`config.mk`:
```
export PLATFORM = sky130hd
export DESIGN_NAME = load_ext_pipe
export DESIGN_NICKNAME = d
export VERILOG_FILES = /design/src/rtl/ext_pkg.sv /design/src/rtl/ext_lane_sel.sv /design/src/rtl/load_ext_pipe.sv
export SDC_FILE = /design/constraint.sdc
export NUM_CORES = 1
export LEC_CHECK = 0
export BUFFER_PORTS_ARGS = -buffer_cell sky130_fd_sc_hd__buf_2
export CORE_MARGIN = 1
export CORE_UTILIZATION = 25
export CTS_CLUSTER_DIAMETER = 150
export DETAILED_ROUTE_END_ITERATION = 6
export SETUP_SLACK_MARGIN = 0.2
export SLEW_MARGIN = 30
export SYNTH_ARGS = -nofsm -noshare
export SYNTH_HDL_FRONTEND = slang
export SYNTH_SLANG_ARGS = --single-unit
```
`constraint.sdc`:
```
create_clock -name clk -period 2.7 [get_ports clk]
set_input_delay 0.405 -clock clk [delete_from_list [all_inputs] [get_ports clk]]
set_output_delay 0.405 -clock clk [all_outputs]
set_load 0.05 [all_outputs]
```
`src/rtl/ext_pkg.sv`:
```
// ext_pkg: shared definitions for the load extend pipeline.
//   - ext_mode_t : 3-bit operation code (EXT_ZB .. EXT_PASS)
//   - ext_al()   : number of low address bits used for lane selection
package ext_pkg;

    typedef enum logic [2:0] {
        EXT_ZB   = 3'd0,
        EXT_SB   = 3'd1,
        EXT_ZH   = 3'd2,
        EXT_SH   = 3'd3,
        EXT_W    = 3'd4,
        EXT_WU   = 3'd5,
        EXT_LUI  = 3'd6,
        EXT_PASS = 3'd7
    } ext_mode_t;

    // Byte-lane address width for a given datapath width (2 at 32, 3 at 64).
    function automatic int ext_al(input int data_w);
        return $clog2(data_w / 8);
    endfunction

endpackage

```
`src/rtl/ext_lane_sel.sv`:
```
// ext_lane_sel: combinational lane select + zero/sign extension.
//   mode     : operation (ext_mode_t)
//   addr     : low address bits, selects byte/halfword/word lane
//   data     : raw little-endian read word (or LUI immediate in [15:0])
//   res_data : extended result, 0 when res_err is set
//   res_err  : misaligned access for the chosen mode
module ext_lane_sel
    import ext_pkg::*;
#(
    parameter  int DATA_W = 32,
    localparam int AL     = ext_al(DATA_W)
) (
    input  ext_mode_t          mode,
    input  logic [AL-1:0]      addr,
    input  logic [DATA_W-1:0]  data,
    output logic [DATA_W-1:0]  res_data,
    output logic               res_err
);

    logic [DATA_W-1:0] shift_b;
    logic [DATA_W-1:0] shift_h;
    logic [DATA_W-1:0] shift_w;
    logic [7:0]        lane_b;
    logic [15:0]       lane_h;
    logic [31:0]       lane_w;
    logic [31:0]       lui_w;
    logic [AL-1:0]     word_idx;

    // Lanes are extracted by shifting the selected lane down to bit 0.
    // The word index is zero at DATA_W=32, so lane 0 is always used there.
    assign word_idx = addr >> 2;
    assign shift_b  = data >> {addr, 3'b000};
    assign shift_h  = data >> {addr[AL-1:1], 4'b0000};
    assign shift_w  = data >> {word_idx, 5'b00000};
    assign lane_b   = shift_b[7:0];
    assign lane_h   = shift_h[15:0];
    assign lane_w   = shift_w[31:0];
    assign lui_w    = {data[15:0], 16'h0000};

    always_comb begin
        res_data = '0;
        res_err  = 1'b0;
        unique case (mode)
            EXT_ZB:   res_data = DATA_W'(lane_b);
            EXT_SB:   res_data = DATA_W'($signed(lane_b));
            EXT_ZH: begin
                res_err  = addr[0];
                res_data = DATA_W'(lane_h);
            end
            EXT_SH: begin
                res_err  = addr[0];
                res_data = DATA_W'($signed(lane_h));
            end
            EXT_W: begin
                res_err  = |addr[1:0];
                res_data = DATA_W'($signed(lane_w));
            end
            EXT_WU: begin
                res_err  = |addr[1:0];
                res_data = DATA_W'(lane_w);
            end
            EXT_LUI:  res_data = DATA_W'($signed(lui_w));
            EXT_PASS: begin
                res_err  = |addr;
                res_data = data;
            end
            default:  res_data = '0;
        endcase
        // A misaligned result never leaks partial data downstream.
        if (res_err) begin
            res_data = '0;
        end
    end

endmodule

```
`src/rtl/load_ext_pipe.sv`:
```
// load_ext_pipe: registered load extender with a 2-entry output buffer.
//   clk, rst_n         : clock, asynchronous active-low reset
//   flush              : synchronous clear of buffered entries (drops same-cycle push)
//   in_valid/in_ready  : request handshake; in_ready depends only on registered count
//   in_mode/addr/data  : extend operation, lane address, raw read word
//   in_tag             : sideband tag carried to the output
//   out_valid/out_ready: result handshake
//   out_data/tag/err   : head entry of the buffer
module load_ext_pipe
    import ext_pkg::*;
#(
    parameter  int DATA_W = 32,
    parameter  int TAG_W  = 5,
    localparam int AL     = ext_al(DATA_W)
) (
    input  logic              clk,
    input  logic              rst_n,
    input  logic              flush,
    input  logic              in_valid,
    output logic              in_ready,
    input  logic [2:0]        in_mode,
    input  logic [AL-1:0]     in_addr,
    input  logic [DATA_W-1:0] in_data,
    input  logic [TAG_W-1:0]  in_tag,
    output logic              out_valid,
    input  logic              out_ready,
    output logic [DATA_W-1:0] out_data,
    output logic [TAG_W-1:0]  out_tag,
    output logic              out_err
);

    logic [DATA_W-1:0] lane_data;
    logic              lane_err;
    logic [1:0]        count_reg;
    logic [1:0]        count_next;
    logic              wr_ptr_reg;
    logic              rd_ptr_reg;
    logic              push;
    logic              pop;

    ext_lane_sel #(
        .DATA_W (DATA_W)
    ) u_lane_sel (
        .mode     (ext_mode_t'(in_mode)),
        .addr     (in_addr),
        .data     (in_data),
        .res_data (lane_data),
        .res_err  (lane_err)
    );

    assign in_ready  = (count_reg != 2'd2);
    assign out_valid = (count_reg != 2'd0);
    // flush dominates: neither a push nor a pop takes effect that cycle.
    assign push      = in_valid && in_ready && !flush;
    assign pop       = out_valid && out_ready && !flush;

    always_comb begin
        count_next = count_reg;
        if (flush) begin
            count_next = 2'd0;
        end else if (push && !pop) begin
            count_next = count_reg + 2'd1;
        end else if (pop && !push) begin
            count_next = count_reg - 2'd1;
        end
    end

    always_ff @(posedge clk or negedge rst_n) begin
        if (!rst_n) begin
            count_reg  <= 2'd0;
            wr_ptr_reg <= 1'b0;
            rd_ptr_reg <= 1'b0;
        end else begin
            count_reg <= count_next;
            if (flush) begin
                wr_ptr_reg <= 1'b0;
                rd_ptr_reg <= 1'b0;
            end else begin
                if (push) begin
                    wr_ptr_reg <= ~wr_ptr_reg;
                end
                if (pop) begin
                    rd_ptr_reg <= ~rd_ptr_reg;
                end
            end
        end
    end

    // Buffer entries: each is written only when the write pointer points at it.
    for (genvar gi = 0; gi < 2; gi++) begin : g_ent
        logic [DATA_W-1:0] data_reg;
        logic [TAG_W-1:0]  tag_reg;
        logic              err_reg;

        always_ff @(posedge clk or negedge rst_n) begin
            if (!rst_n) begin
                data_reg <= '0;
                tag_reg  <= '0;
                err_reg  <= 1'b0;
            end else if (push && (wr_ptr_reg == 1'(gi))) begin
                data_reg <= lane_data;
                tag_reg  <= in_tag;
                err_reg  <= lane_err;
            end
        end
    end

    assign out_data = rd_ptr_reg ? g_ent[1].data_reg : g_ent[0].data_reg;
    assign out_tag  = rd_ptr_reg ? g_ent[1].tag_reg  : g_ent[0].tag_reg;
    assign out_err  = rd_ptr_reg ? g_ent[1].err_reg  : g_ent[0].err_reg;

endmodule

```
======== Word level (Yosys, flattened, before mapping) ========
Cells that the tools add are included.
cells by class
  muxes and demuxes ....................... 13
  equality and inequality tests ........... 8
  add/sub/neg operators ................... 2
  shift operators ......................... 2
  bitwise logic cells ..................... 2
  reduce and logical (&&, ||, !) cells .... 19
operator list
  cell                                                 number
  case mux 32 bit (6 select lines)                     1
  2-to-1 mux 32 bit                                    2
  right shift 32 x 5 -> 16 bit                         1
  right shift 32 x 5 -> 8 bit                          1
  equality test 3 bit, second input constant           4
  logical AND 1 bit                                    8
  equality test 3 x 2 -> 1 bit, second input constant  2
  2-to-1 mux 2 bit                                     3
  nonzero test 2 bit                                   3
  2-to-1 mux 1 bit                                     5
  2-to-1 mux 5 bit                                     1
  OR reduction 2 bit                                   2
  equality test 3 x 1 -> 1 bit, second input constant  1
  logical NOT 1 bit                                    3
  logical NOT 3 bit                                    1
  nonzero test 3 bit                                   1
  OR reduction 3 bit                                   1
  adder 2 x 1 -> 2 bit, second input constant          1
  != test 2 bit, second input constant                 1
  inverter 1 bit                                       2
  case mux 1 bit (2 select lines)                      1
  subtractor 2 x 1 -> 2 bit, second input constant     1
word-level totals
  bits in registers ....................... 80
  input bits .............................. 47
  logic and storage cells ................. 55
  output and inout port bits .............. 40

======== Logic depth before layout (Yosys ltp) ========
Gate-level depths: netlist (run 1).
  depth after elaboration ................. 8
  mapped depth ............................ 7
  depth with buffers taken out ............ 5

======== Hierarchy ========
A second synthesis (run 1) with hierarchy kept.
unflattened totals
  cells, all modules ...................... 358
  area, all modules ....................... 4603.2 µm²
by module, submodules not included
  module         instances  cells an instance  area an instance (µm²)  seq. area each (µm²)
  load_ext_pipe  1          227                3617.2                  2001.9
  ext_lane_sel   1          131                985.9                   0.0

======== Worst setup path after synthesis (run 1) ========
OpenSTA, ideal clock, no wires.
  path kind ............................... register to output
  from .................................... register rd_ptr_reg
  to ...................................... output out_data[16]
  cell stages (with the launch flop) ...... 4
  required time ........................... 2295 ps
  path slack .............................. 758 ps
  arrival time ............................ 1537 ps
  path buffers ............................ 2
  cells stage by stage .................... dfrtp_1 clkbuf_1 buf_1 mux2_2
between the ends
  longest elaborated chain between the ends .. 1
RTL lines
  item                    line                  text
  from (decl)             load_ext_pipe.sv:37   logic rd_ptr_reg;
  from (signal assigned)  load_ext_pipe.sv:83   rd_ptr_reg <= ~rd_ptr_reg;
  2-to-1 mux 32 bit       load_ext_pipe.sv:108  assign out_data = rd_ptr_reg ? g_ent[1].data_reg : g_ent[0].data_reg;
  to (decl)               load_ext_pipe.sv:27   output logic [DATA_W-1:0] out_data,
Every way passes these cells.

======== Worst setup path after layout (run 1) ========
  from .................................... register rd_ptr_reg
  to ...................................... output out_data[19]
Same word-level chain as after synthesis.

==> results of run 1 <==
-- routing by layer --
metal / GRT usage / vias up
met1: 0.190 / 1771
met2: 0.224 / 90
met5: 0 / -
li1: - / 1673
met4: 0.0687 / 8
met3: 0.0541 / 30
-- cell type report --
cell class / instances / area (um^2)
inverter: 3 / 11.3
timing repair buffer: 99 / 534
multi-input combinational: 288 / 2220
antenna: 2 / 5.00
tap: 225 / 282
fill: 1758 / 11900
clock buffer: 11 / 243
sequential: 80 / 2000
clock inverter: 5 / 32.5
-- power by group --
group / switching, W / internal, W
clock network: 0.000481 / 0.000644
logic: 0.000996 / 0.000592
registers: 0.000180 / 0.00152
-- stage by stage --
stage | instances | worst slack, ns | power (W) | utilization
global route | 711 | 0.412 | 0.00465 | 0.309
CTS | 711 | 0.449 | 0.00445 | 0.309
global placement | 695 | 0.498 | 0.00327 | 0.292
finish | 713 | 0.480 | 0.00441 | 0.309
floorplan | 405 | 0.758 | 0.00294 | -
detailed placement | 695 | 0.583 | 0.00332 | 0.293
-- cells by family after synthesis --
family	after synthesis	share of synthesized area
simple gates	121	0.136
compound gates	117	0.241
xor+xnor	2	0.00399
buf+inv	37	0.0407
mux	48	0.123
flops	80	0.456
-- cells in the mapped netlist, drive strengths merged (5+ instances only) --
library cell	instances	share of area
a222oi	6	0.014
a21boi	16	0.027
mux2	46	0.12
buf	19	0.025
nand2	83	0.071
o221a	48	0.13
nor2b	5	0.0088
a22o	8	0.016
a21oi	6	0.0068
dfrtp	80	0.46
o21ai	18	0.021
clkbuf	15	0.013
nor2	14	0.012
-- path summary, 6_finish.rpt --
| check | start | end | slack (ns) | cells past startpoint |
|---|---|---|---|---|
| setup / recovery | rd_ptr_reg | out_data[19] | 0.48 | 3 |
| hold reg to reg | g_ent[0].tag_reg[0] | g_ent[0].tag_reg[0] | 0.48 | 2 |
| max in group asynchronous | rst_n | g_ent[1].data_reg[19] | 2.10 | 1 |
| hold / removal | rst_n | g_ent[0].tag_reg[2] | 0.11 | 1 |
| min in group clk | in_tag[0] | g_ent[0].tag_reg[0] | 0.27 | 3 |
| setup reg to reg | count_reg[1] | g_ent[1].data_reg[23] | 0.57 | 5 |
-- critical path: stages, from the launching register on --
cell and delay, ns:
sky130_fd_sc_hd__dfrtp_1 0.51, sky130_fd_sc_hd__buf_4 0.34, sky130_fd_sc_hd__mux2_2 0.39, sky130_fd_sc_hd__buf_2 0.22
==> out/results.txt, run 1 <==
Run status: completed
Clock tree from TritonCTS: yes
Slew Limit Fails: 0
DIE AREA: 0.0181 mm^2
Detailed Routing Iterations Pass 1: 4
Minimum period implied by the final worst setup slack: 2.22 ns
Clock buffer depth: 2
GRT Total Usage: 0.149
Clock slew at the register clock pins of the worst setup and hold paths: 0.06 ns
Proportion of layout cells with a drive suffix above 1: 0.387
Fraction of synthesis flops using an asynchronous set or reset pin: 1.00
Maximum operating frequency: 0.450 GHz
Met2 wire len: 5990 um
Post-CTS setup-driven buffer insertion count: 0
Seq/Total Area, Yosys: 0.456
Post-Synthesis Cell Area: 0.00439 mm^2
Initial DRC Count: 184
P per Cell Area: 829 mW/mm^2
Clock root buffer master: sky130_fd_sc_hd__clkbuf_16
Routed length per placed instance: 18.4 um
Setup repair after global routing missed its margin: false
Number of warnings printed during yosys synthesis: 0
Routability cong.: 0.869
Area added between synthesis and finish: 21.3%
Ports: 87
WP data required: 2.30 ns
Endpoint arrival time on the critical path: 1.82 ns
Sum of negative setup slack: 0 ns
Fin crit share: 0.822
Kind of path behind the tightest hold check: input pin to asynchronous set/reset pin
Most common cell after layout, fill and taps aside: sky130_fd_sc_hd__buf_2
Final instance area: 0.00533 mm^2
Number of buffers added on ports: 86
Number of routed nets with antenna violations: 0
Dominant register cell in the synthesized netlist: sky130_fd_sc_hd__dfrtp_1
Routed length on met1: 5800 um
Chip width: 135 um
# Max-Cap Violations: 0
Number of cells upsized or downsized after cts: 0
Core region area: 0.0172 mm^2
Pin count of the biggest net entering global routing: 81
Most frequent cells in the layout: sky130_fd_sc_hd__buf_2, sky130_fd_sc_hd__nand2_1, sky130_fd_sc_hd__dfrtp_1, sky130_fd_sc_hd__mux2_2, sky130_fd_sc_hd__o221a_1
Number of flops mapped to enable cells by yosys: 0
Worst-Margin Slew: 0.749 ns
Topmost layer with routed signal wires: met5
Clock sink count: 80
Setup skew after layout: 0.00538 ns
Fin Hold WS: 0.114 ns
Number of buffers added to fix hold violations after cts: 0
Leakage dissipation: 2.34 nW
Initial antenna violation count: 6
Met3 routed wirelength: 872 um
Number of cells produced by synthesis: 405
Number of endpoints failing setup at the final stage: 0
Cell area reported after detailed placement: 0.00504 mm^2
Maximum fanout along the worst path: 17
Number of buffers added by the clock tree synthesis step: 9
# DRC: 0
Category of the most critical setup path: register to primary output
Relative slew slack: 0.499
First-pass GRT wire length: 20,300 um
Average cell area after synthesis: 10.8 um^2
Clock latency on the worst-skew pair: 0.33 ns
Netlist cell types: 54
Number of vias after detailed routing: 3,572
Crit. End Element: primary output
Flip-flop count of the largest register, all copies and words added: 64
Final global-route overflow total: 0
Number of global-route vias before repair: 3,583
IR Drop Worst-Case VDD: 278 uV
DR vias/cell: 5.01
Detail Placement HPWL: 9640 um
Critical Path Start Type: register
Starting Density: 0.255
Number of nets in the layout: 528
Number of hold violations in the final report: 0
Maximum level of the CTS H-tree: 3
Die height: 135 um
Syn Nets: 452
Routed Wire Length: 13,100 um
Placement Rows: 48
Post-synthesis register bit count: 80
No activity file was read; power rests on OpenSTA's default activity.
==> inputs of run 2 (changes only) <==
==> constraint.sdc (replaced) <==
create_clock -name clk -period 2.24 [get_ports clk]
set_input_delay 0.336 -clock clk [delete_from_list [all_inputs] [get_ports clk]]
set_output_delay 0.336 -clock clk [all_outputs]
set_load 0.05 [all_outputs]
==> out/results.txt, run 2 (synthesized netlist as in run 1, its figures left out) <==
Count of buffering cells on the critical path with inverters included: 2
Run status: completed
Die height: 135 um
Fin crit share: 0.883
Number of hold violations in the final report: 0
Number of buffers added on ports: 86
Area added between synthesis and finish: 22.7%
First-pass GRT wire length: 20,900 um
Number of endpoints failing setup at the final stage: 0
IR Drop Worst-Case VDD: 365 uV
Number of routed nets with antenna violations: 0
# Max-Cap Violations: 0
DIE AREA: 0.0181 mm^2
Initial DRC Count: 331
Initial antenna violation count: 7
Critical Path Start Type: register
Slowest cell on the critical path: sky130_fd_sc_hd__mux2_2
M3 GR Usage: 0.0368
Sum of negative setup slack: 0 ns
Detailed Routing Iterations Pass 1: 5
Placement Rows: 48
Clock latency on the worst-skew pair: 0.34 ns
Fin Hold WS: 0.204 ns
Routed Wire Length: 13,700 um
Met2 track utilization from global routing: 0.230
Pin count of the biggest net entering global routing: 45
Proportion of layout cells with a drive suffix above 1: 0.394
CP Cell Sequence: buf_4, mux2_2, buf_2
Leakage dissipation: 2.38 nW
Worst path max stage delay: 0.39 ns
# DRC: 0
Setup skew after layout: 0.00467 ns
DR vias/cell: 5.10
Maximum fanout along the worst path: 22
Kind of path behind the tightest hold check: input pin to register
Category of the most critical setup path: register to primary output
Slew Limit Fails: 0
GRT Total Usage: 0.153
Flip-flop count of the largest register, all copies and words added: 64
Routed length per placed instance: 19.1 um
Clock buffer depth: 2
Most common cell after layout, fill and taps aside: sky130_fd_sc_hd__buf_2
Met1 track demand over resource in global routing: 0.208
Busiest grt layer: met2
Number of global-route vias before repair: 3,677
Most frequent cells in the layout: sky130_fd_sc_hd__buf_2, sky130_fd_sc_hd__nand2_1, sky130_fd_sc_hd__dfrtp_1, sky130_fd_sc_hd__mux2_2, sky130_fd_sc_hd__o221a_1
Post-CTS setup-driven buffer insertion count: 0
Detail Placement HPWL: 10,100 um
Clock tree from TritonCTS: yes
Cell family with the largest share of critical-path delay: buffers and inverters
Setup repair after global routing missed its margin: false
Clock slew at the register clock pins of the worst setup and hold paths: 0.06 ns
Crit. End Element: primary output
Number of nets in the layout: 533
Core region area: 0.0172 mm^2
Clock root buffer master: sky130_fd_sc_hd__clkbuf_16
P per Cell Area: 1010 mW/mm^2
Maximum level of the CTS H-tree: 3
Chip width: 135 um
Number of vias after detailed routing: 3,660
Final global-route overflow total: 0
Ports: 87
WP data required: 1.90 ns
Minimum period implied by the final worst setup slack: 1.98 ns
Endpoint arrival time on the critical path: 1.64 ns
Maximum operating frequency: 0.506 GHz
Clock sink count: 80
Starting Density: 0.255
Relative slew slack: 0.436
Number of buffers added by the clock tree synthesis step: 9
Worst-Margin Slew: 0.844 ns
Routability cong.: 0.886
run 2: layer usage:
metal | wire, um | part of all wire | up-vias
li1 | - | - | 1678
met1 | 6190 | 0.45 | 1825
met2 | 6260 | 0.46 | 116
met3 | 798 | 0.058 | 33
met4 | 404 | 0.029 | 8
met5 | 60 | 0.0044 | -
run 2: final cells by class:
cell class,instances,area [um^2]
Multi-Input combinational cell,288,2210
Clock buffer,9,225
Tap cell,225,282
Sequential cell,80,2000
Antenna cell,3,7.51
Fill cell,1733,11900
Clock inverter,6,61.3
Timing Repair Buffer,104,587
Inverter,3,11.3
run 2: worst reg2reg max path: stages (launching register included):
cell and delay [ns]:
sky130_fd_sc_hd__dfrtp_1 0.42, sky130_fd_sc_hd__nor2b_4 0.17, sky130_fd_sc_hd__nor4b_4 0.47, sky130_fd_sc_hd__buf_6 0.31
sky130_fd_sc_hd__nand2_1 0.20, sky130_fd_sc_hd__o21ai_1 0.20
run 2: path summary, 6_finish.rpt:
kind,end,slack (ns),cells past startpoint,startpoint
setup / recovery,out_data[16],0.26,3,rd_ptr_reg
hold / removal,g_ent[0].tag_reg[3],0.20,3,in_tag[3]
setup reg to reg,g_ent[0].data_reg[4],0.39,5,count_reg[1]
hold reg to reg,g_ent[1].tag_reg[0],0.48,2,g_ent[1].tag_reg[0]
max in group asynchronous,g_ent[1].data_reg[18],1.12,3,rst_n
min in group asynchronous,g_ent[0].data_reg[3],0.52,2,rst_n
run 2: report_power, final:
part	leakage (nW)	switching (W)	total, W	internal (W)
Clock	0.141	0.000576	0.00143	0.000852
Sequential	0.986	0.000215	0.00205	0.00183
Combinational	1.25	0.00122	0.00194	0.000721
run 2: through the flow:
step	total power [W]	cells	area, um^2	setup slack [ns]	utilization
6_report	0.00542	718	5390	0.262	0.313
2_1_floorplan	0.00354	405	4390	0.367	-
3_3_place_gp	0.00396	699	5080	0.285	0.295
5_1_grt	0.00566	716	5380	0.232	0.312
3_5_place_dp	0.00401	699	5080	0.235	0.295
4_1_cts	0.00545	715	5370	0.262	0.312
run 2: repair_timing:
| item | in CTS | in global routing |
|---|---|---|
| hold endpoints to repair | 36 | 0 |
| resized for setup | 0 | 2 |
| setup endpoints to repair | 0 | 9 |
| hold buffers | 1 | 0 |
==> inputs of run 3 (changes only) <==
==> constraint.sdc (replaced) <==
create_clock -name clk -period 2.24 [get_ports clk]
set_input_delay 0.112 -clock clk [delete_from_list [all_inputs] [get_ports clk]]
set_output_delay 0.112 -clock clk [all_outputs]
set_load 0.05 [all_outputs]
==> out/results.txt, run 3 (synthesized netlist as in run 1, its figures left out) <==
WP data required: 2.46 ns
# Max-Cap Violations: 0
Most common cell after layout, fill and taps aside: sky130_fd_sc_hd__buf_2
Minimum period implied by the final worst setup slack: 1.80 ns
Cell family with the largest share of critical-path delay: simple AND/OR/NAND/NOR gates
Initial antenna violation count: 5
Die height: 135 um
Run status: completed
Leakage dissipation: 2.39 nW
Endpoint arrival time on the critical path: 2.03 ns
Setup skew after layout: 0.00765 ns
Number of vias after detailed routing: 3,576
Sum of negative setup slack: 0 ns
First-pass GRT wire length: 20,300 um
Hold Path Depth: 2
Routed length per placed instance: 17.8 um
Number of global-route vias before repair: 3,573
CP Cell Sequence: nor2b_4, inv_2, and4b_2, nand3_4, o221a_2
Cell area reported after detailed placement: 0.00506 mm^2
Number of buffers added by the clock tree synthesis step: 9
Most frequent cells in the layout: sky130_fd_sc_hd__buf_2, sky130_fd_sc_hd__nand2_1, sky130_fd_sc_hd__dfrtp_1, sky130_fd_sc_hd__mux2_2, sky130_fd_sc_hd__o221a_1
Clock sink count: 80
Detail Placement HPWL: 9620 um
# DRC: 0
Area added between synthesis and finish: 23.6%
GRT Total Usage: 0.147
Starting Density: 0.255
Slowest cell on the critical path: sky130_fd_sc_hd__and4b_2
Worst path max stage delay: 0.45 ns
Maximum fanout along the worst path: 16
Post-CTS setup-driven buffer insertion count: 0
Detailed Routing Iterations Pass 1: 7
DIE AREA: 0.0181 mm^2
Placement Rows: 48
Kind of path behind the tightest hold check: input pin to register
Core region area: 0.0172 mm^2
Number of nets in the layout: 536
Pin count of the biggest net entering global routing: 48
Number of routed nets with antenna violations: 0
Clock slew at the register clock pins of the worst setup and hold paths: 0.06 ns
Crit. End Element: register
Number of cells on the worst reg-to-reg path: 5
Setup repair after global routing missed its margin: false
Startpoint of the most critical register-to-register path: count_reg[1]
Category of the most critical setup path: register to register
Proportion of layout cells with a drive suffix above 1: 0.383
Worst Hold Endpoint: count_reg[0]
DR vias/cell: 4.96
Critical Path Start Type: register
Routed Wire Length: 12,800 um
P per Cell Area: 997 mW/mm^2
Reg-to-reg setup timing slack: 0.44 ns
Number of buffers added on ports: 86
Slew Limit Fails: 0
Final instance area: 0.00543 mm^2
Number of endpoints failing setup at the final stage: 0
Number of hold violations in the final report: 0
Ports: 87
Final global-route overflow total: 0
Flip-flop count of the largest register, all copies and words added: 64
Chip width: 135 um
Count of buffering cells on the critical path with inverters included: 1
Routability cong.: 0.840
Non-filler instance count after layout: 721
Maximum operating frequency: 0.555 GHz
Relative slew slack: 0.562
Cell Count Post-Placement: 697
Worst-Margin Slew: 0.655 ns
Clock tree from TritonCTS: yes
Clock latency on the worst-skew pair: 0.33 ns
Clock root buffer master: sky130_fd_sc_hd__clkbuf_16
Endpoint of the lowest-slack register-to-register path: g_ent[1].data_reg[24]
Worst min-delay path startpoint: flush
Clock buffer depth: 2
Initial DRC Count: 260
IR Drop Worst-Case VDD: 352 uV
Fin crit share: 0.805
Maximum level of the CTS H-tree: 3
## run 3: worst reg2reg max path, delay by kind of cell, from the launching register on
kind                   cells  cell delay [ns]
buffers and inverters      1             0.08
flip-flops                 1             0.41
AND/OR/NAND/NOR            3             0.88
AO/OA/AOI/OAI              1             0.33
## run 3: final cells by class
cell class | count | area [um^2]
diodes | 3 | 7.51
clock buffers | 12 | 246
clock inverters | 3 | 42.5
fillers | 1779 | 11800
inverters | 3 | 11.3
multi-input cells | 288 | 2220
flip-flops and latches | 80 | 2000
well taps | 225 | 282
repair buffers | 107 | 618
## run 3: how the worst max path moves through the flow
stage,startpoint,to,slack (ns),cells after the start
after global placement,count_reg[1],g_ent[1].data_reg[14],0.28,5
final,count_reg[1],g_ent[1].data_reg[24],0.44,5
after floorplan,count_reg[1],g_ent[1].data_reg[16],0.52,7
after global routing,count_reg[1],g_ent[0].data_reg[18],0.31,5
after detailed placement,count_reg[1],g_ent[1].data_reg[25],0.18,5
after CTS,count_reg[1],g_ent[1].data_reg[24],0.41,5
## run 3: where the power goes
group / switching [W] / internal (W)
Combinational: 0.00119 / 0.000725
Sequential: 0.000217 / 0.00183
Clock: 0.000559 / 0.000886
Total: 0.00197 / 0.00345
## run 3: per-layer routing
| layer | global-route usage | routed length [um] | vias to the layer above |
|---|---|---|---|
| met3 | 0.0435 | 881 | 18 |
| met2 | 0.229 | 5950 | 91 |
| met1 | 0.192 | 5760 | 1777 |
| met4 | 0.0556 | 195 | 4 |
| met5 | 0 | 24 | - |
| li1 | - | - | 1686 |
## run 3: stage by stage
| step | utilization | setup slack, ns | power, W | hold WS [ns] |
|---|---|---|---|---|
| after detailed placement | 0.294 | 0.184 | 0.00400 | 0.103 |
| after global placement | 0.294 | 0.277 | 0.00396 | 0.0946 |
| final | 0.315 | 0.437 | 0.00541 | 0.0661 |
| after floorplan | - | 0.522 | 0.00354 | -0.184 |
| after CTS | 0.314 | 0.414 | 0.00547 | 0.0497 |
| after global routing | 0.315 | 0.308 | 0.00569 | 0.0595 |
## run 3: what timing repair did
action | in CTS | in global routing
endpoints found under the hold margin | 43 | 0
gates resized for setup | 2 | 0
endpoints found under the setup margin | 10 | 0
hold buffers | 6 | 0
